[config.mk]
export PLATFORM = sky130hd
export DESIGN_NAME = keccak_round_sequencer
export DESIGN_NICKNAME = d
export VERILOG_FILES = /design/src/rtl/keccak_round_sequencer.sv
export SDC_FILE = /design/constraint.sdc
export NUM_CORES = 1
export LEC_CHECK = 0
export CORE_UTILIZATION = 50
export DETAILED_ROUTE_END_ITERATION = 10
export MAX_ROUTING_LAYER = met4
export PLACE_DENSITY = 0.79
export SYNTH_ARGS = -nofsm -noshare
export SYNTH_HDL_FRONTEND = slang
export SYNTH_SLANG_ARGS = --single-unit
[constraint.sdc]
create_clock -name clk -period 2.4 [get_ports clk]
set_clock_uncertainty 0.05 [all_clocks]
set_input_delay 0.6 -clock clk [delete_from_list [all_inputs] [get_ports clk]]
set_output_delay 0.6 -clock clk [all_outputs]
set_load 0.02 [all_outputs]
[src/rtl/keccak_round_sequencer.sv]
// Keccak-f/p round sequencer: step enables, load strobe and rc_idx from an internal round counter (abort port via KECCAK_SEQ_ABORT_EN).
// Latency 2+5*nr cycles (2+nr when FUSED) from start to out_valid; the result is held in OUT until out_ready.
module keccak_round_sequencer #(
  parameter int MAX_ROUNDS = 24,
  parameter int ROUND_W    = 5,
  parameter int FUSED      = 0
) (
  input  logic               clk,
  input  logic               rst_n,
  input  logic               start,
  input  logic [ROUND_W-1:0] num_rounds,
  output logic               busy,
  output logic               load_en,
  output logic               colParity_en,
  output logic               rotate_en,
  output logic               permute_en,
  output logic               revalute_en,
  output logic               addRC_en,
  output logic [ROUND_W-1:0] rc_idx,
  output logic               out_valid,
  input  logic               out_ready
`ifdef KECCAK_SEQ_ABORT_EN
  ,
  input  logic               abort
`endif
);

  typedef enum logic [3:0] {
    S_IDLE, S_LOAD, S_THETA, S_RHO, S_PI, S_CHI, S_IOTA, S_ROUND, S_OUT
  } state_e;

  localparam logic [ROUND_W-1:0] MAX_NR     = ROUND_W'(MAX_ROUNDS);
  localparam logic [ROUND_W-1:0] ONE        = ROUND_W'(1);
  localparam state_e             FIRST_STEP = (FUSED != 0) ? S_ROUND : S_THETA;

  state_e             state_q, state_d;
  logic [ROUND_W-1:0] r_q, r_d;
  logic [ROUND_W-1:0] nr_q, nr_d;

  always_ff @(posedge clk or negedge rst_n) begin
    if (!rst_n) begin
      state_q <= S_IDLE;
      r_q     <= '0;
      nr_q    <= MAX_NR;
    end else begin
      state_q <= state_d;
      r_q     <= r_d;
      nr_q    <= nr_d;
    end
  end

  always_comb begin
    state_d = state_q;
    r_d     = r_q;
    nr_d    = nr_q;
    case (state_q)
      S_IDLE: begin
        if (start) begin
          state_d = S_LOAD;
          r_d     = '0;
          // Out-of-range requests fall back to the native round count.
          nr_d    = (num_rounds == '0 || num_rounds > MAX_NR) ? MAX_NR : num_rounds;
        end
      end
      S_LOAD:  state_d = FIRST_STEP;
      S_THETA: state_d = S_RHO;
      S_RHO:   state_d = S_PI;
      S_PI:    state_d = S_CHI;
      S_CHI:   state_d = S_IOTA;
      S_IOTA, S_ROUND: begin
        if (r_q == nr_q - ONE) begin
          state_d = S_OUT;
          r_d     = '0;
        end else begin
          state_d = FIRST_STEP;
          r_d     = r_q + ONE;
        end
      end
      S_OUT: begin
        if (out_ready) state_d = S_IDLE;
      end
      default: state_d = S_IDLE;
    endcase
`ifdef KECCAK_SEQ_ABORT_EN
    if (abort && state_q != S_IDLE) begin
      state_d = S_IDLE;
      r_d     = '0;
    end
`endif
  end

  always_comb begin
    busy         = (state_q != S_IDLE);
    load_en      = 1'b0;
    colParity_en = 1'b0;
    rotate_en    = 1'b0;
    permute_en   = 1'b0;
    revalute_en  = 1'b0;
    addRC_en     = 1'b0;
    out_valid    = 1'b0;
    rc_idx       = '0;
    case (state_q)
      S_LOAD:  load_en      = 1'b1;
      S_THETA: colParity_en = 1'b1;
      S_RHO:   rotate_en    = 1'b1;
      S_PI:    permute_en   = 1'b1;
      S_CHI:   revalute_en  = 1'b1;
      S_IOTA: begin
        addRC_en = 1'b1;
        rc_idx   = (MAX_NR - nr_q) + r_q;
      end
      S_ROUND: begin
        colParity_en = 1'b1;
        rotate_en    = 1'b1;
        permute_en   = 1'b1;
        revalute_en  = 1'b1;
        addRC_en     = 1'b1;
        // Reduced-round Keccak-p uses the tail of the constant table.
        rc_idx       = (MAX_NR - nr_q) + r_q;
      end
      S_OUT:   out_valid = 1'b1;
      default: ;
    endcase
  end

endmodule

==> summary.txt <==
Status
  – Status: complete, but fails checks
  – Failing checks: setup timing

STA
  – Slew Limit Fails: 0
  – Fin crit period: 2.61 ns
  – Slew HR: 55.5%
  – Achievable frequency: 0.383 GHz
  – Period utilization: 109%
  – RSZ-0062 raised after global routing: true
  – Final setup TNS: -0.443 ns
  – Slew @ Worst Pin: 0.666 ns
  – Worst hold slack: 0.519 ns
  – Final Hold Fails: 0
  – Worst Setup Slack, final: -0.212 ns
  – # setup viols final: 3

Placement
  – Inst Count DP: 170
  – GP Congestion: 0.783
  – Port bufs: 21
  – HPWL after DPL: 1.76 mm

Synth
  – Compound-Gate Fraction of Synth Area: 15.4%
  – Synth Register Bits: 14
  – Distinct cells, synth: 31
  – Mean Syn Cell Area: 8.88 µm²
  – YS warnings: 0
  – Synth top area share: 29.2%
  – Sequential share of the synthesized area: 34.3%
  – Multiplexer share of the synthesized area: 0.972%
  – Main area contributors after synthesis: dfrtp_1 29%, ha_1 11%, xnor2_1 7.7%
  – Top_reg_cell synth: dfrtp_1
  – Largest family of logic cells by synthesized area: simple AND/OR/NAND/NOR gates
  – Synth Instances: 116
  – Adder-cell area share of the yosys netlist: 12.9%
  – Synth Area in Simple Gates: 22.1%
  – Post-synth net total: 135
  – Async set-or-reset flop fraction in the synthesized netlist: 100%
  – Cell taking the most area after synthesis: dfrtp_1
  – Post-Synthesis Cell Area: 0.00103 mm²
  – Synth Area in XOR/XNOR: 8.51%
  – Number of synthesized flops with an enable pin: 0
  – Synth cell count leaders: 12 x dfrtp_1, 12 x inv_1, 11 x nor2_1

Worst setup path
  – Worst r2r path cells: 11
  – CP Max Fanout: 2
  – Critical path's most frequent cell: ha_4
  – Worst Path Required: 1.75 ns
  – Crit-path cells: inv_2, ha_4, ha_4, fa_2, and3_4, buf_6
  – Slowest cell on crit path: fa_2
  – Internal reg-to-reg setup slack: 0.07 ns
  – Crit end category: output port
  – Delay of the slowest critical-path stage: 0.53 ns
  – Crit path launch type: flop
  – Worst path arrival time: 1.96 ns
  – Critical path type: flop to output port

Clocking
  – Clock Sink Count: 14
  – CTS Root Cell: clkbuf_4
  – Clock Pin Slew Worst Setup and Hold Paths: 0.09 ns
  – Insertion delay to the later sink of the worst-skew pair: 0.28 ns
  – CTS max path bufs: 2
  – CTS tree: built
  – Number of CTS-inserted buffers: 3
  – H-tree lvl count: 1

Die
  – Initial Util: 53.0%
  – Rows: 16
  – Total Die Area: 0.00224 mm²
  – Die H: 47.4 µm
  – Io pins: 22
  – Area of the core: 0.00194 mm²
  – Chip width: 47.4 µm

Cells and area
  – Antenna cells: 0
  – Layout Cells excl Fill: 182
  – Multi-input logic area: 736 µm²
  – FF+latch area: 355 µm²
  – Layout fillers: 131
  – # nets final: 175
  – Syn-to-layout area delta: 51.5%
  – Final core utilization: 80.3%
  – Fraction of layout instances using a drive strength above 1: 30.3%

Routing
  – Remaining DRCs: 0
  – 1st-iter DRT viols: 23
  – WL/cell: 16.5 µm
  – 1st-pass router iterations: 4
  – DR vias/cell: 5.74
  – Antenna viol nets, final: 0
  – Final WL: 3.01 mm
  – Vias after detailed routing: 1044

Global route
  – Initial antenna violation count: 0
  – First-pass GRT wire length: 3.86 mm
  – Grt ovf: 0
  – Vias in the first global route: 890
  – Gr usage total: 26.0%
  – Largest net degree at the start of global routing: 15

Min path
  – Hold Path Stages: 1
  – HP Class: flop to flop

Power and ir drop
  – Pwr/cell area: 1480 mW/mm²
  – Pwr Total: 0.00232 W
  – Max VDD drop: 997 µV
  – Pleak: 0.759 nW

Flow run
  – Max-cap violations: 0
## worst max-delay path: cells and delay by family, from the launching register on
| family | cells | cell delay [ns] |
|---|---|---|
| adder cells (fa/ha/maj) | 3 | 0.91 |
| flip-flops | 1 | 0.40 |
| buffers and inverters | 2 | 0.20 |
| AND/OR/NAND/NOR | 1 | 0.17 |
## per-layer routing
layer	wire length (µm)	part of all wire, %	global-route usage [%]	vias to the layer above
met3	132	4.4	2.69	12
met1	1140	38	29.2	502
met4	153	5.1	8.00	0
li1	-	-	-	485
met2	1580	52	47.7	45
met5	0	0	-	-
## cell families after synthesis
group	after synthesis
XOR/XNOR	10
flip-flops	14
multiplexers	1
buffers and inverters	16
adder cells (fa/ha/maj)	10
AO/OA/AOI/OAI	20
AND/OR/NAND/NOR	45
## sequential cells by signal, indices dropped and copies added (netlist names)
| signal | cells |
|---|---|
| state_q | 4 |
| nr_q | 5 |
| r_q | 5 |
## what timing repair did
item / CTS / global route
hold buffers: 0 / 0
pin swaps: 3 / 6
setup buffers: 4 / 4
gates resized for setup: 31 / 18
endpoints found under the hold margin: 0 / 0
setup endpoints to repair: 10 / 11
## report_power, final
group | switching (W) | internal, W | leakage [nW]
clock | 0.0000815 | 0.0000922 | 0.0210
sequential | 0.000120 | 0.000336 | 0.175
combinational | 0.000840 | 0.000847 | 0.563
total | 0.00104 | 0.00128 | 0.759
## path summary, 6_finish.rpt
kind | end | start
max | rc_idx[2] | nr_q[1]
min | r_q[4] | r_q[4]
max reg2reg | r_q[3] | nr_q[1]
min reg2reg | r_q[4] | r_q[4]
max in group asynchronous | state_q[2] | rst_n
min in group asynchronous | state_q[3] | rst_n
## layout make-up
class	instances	share of cell area, %
clock buffers	4	2.33
inverters	12	2.89
multi-input cells	86	47.2
flip-flops and latches	14	22.8
well taps	27	2.17
repair buffers	39	22.7
## layout by cell type (no fill, tap or decap), drive strengths merged, types with 2 or more instances in the layout
| cell type | instances |
|---|---|
| o22a | 2 |
| and3 | 3 |
| a21oi | 2 |
| dfstp | 2 |
| ha | 9 |
| a211o | 3 |
| dfrtp | 12 |
| nor2b | 3 |
| nand2 | 8 |
| nor2 | 11 |
| inv | 12 |
| o22ai | 2 |
| nand3 | 4 |
| o21ai | 5 |
| a21o | 2 |
| buf | 21 |
| nand2b | 3 |
| dlymetal6s2s | 4 |
| clkdlybuf4s50 | 9 |
| dlygate4sd2 | 4 |
| clkbuf | 4 |
| nor3b | 3 |
| xnor2 | 9 |
| nor3 | 7 |
## metrics by stage
step	cell area [µm²]	setup slack, ns
floorplan	1030	0.0226
global placement	1330	-0.368
detailed placement	1330	-0.399
CTS	1440	-0.135
global route	1560	-0.255
finish	1560	-0.212
(Power assumes the default switching activity.)
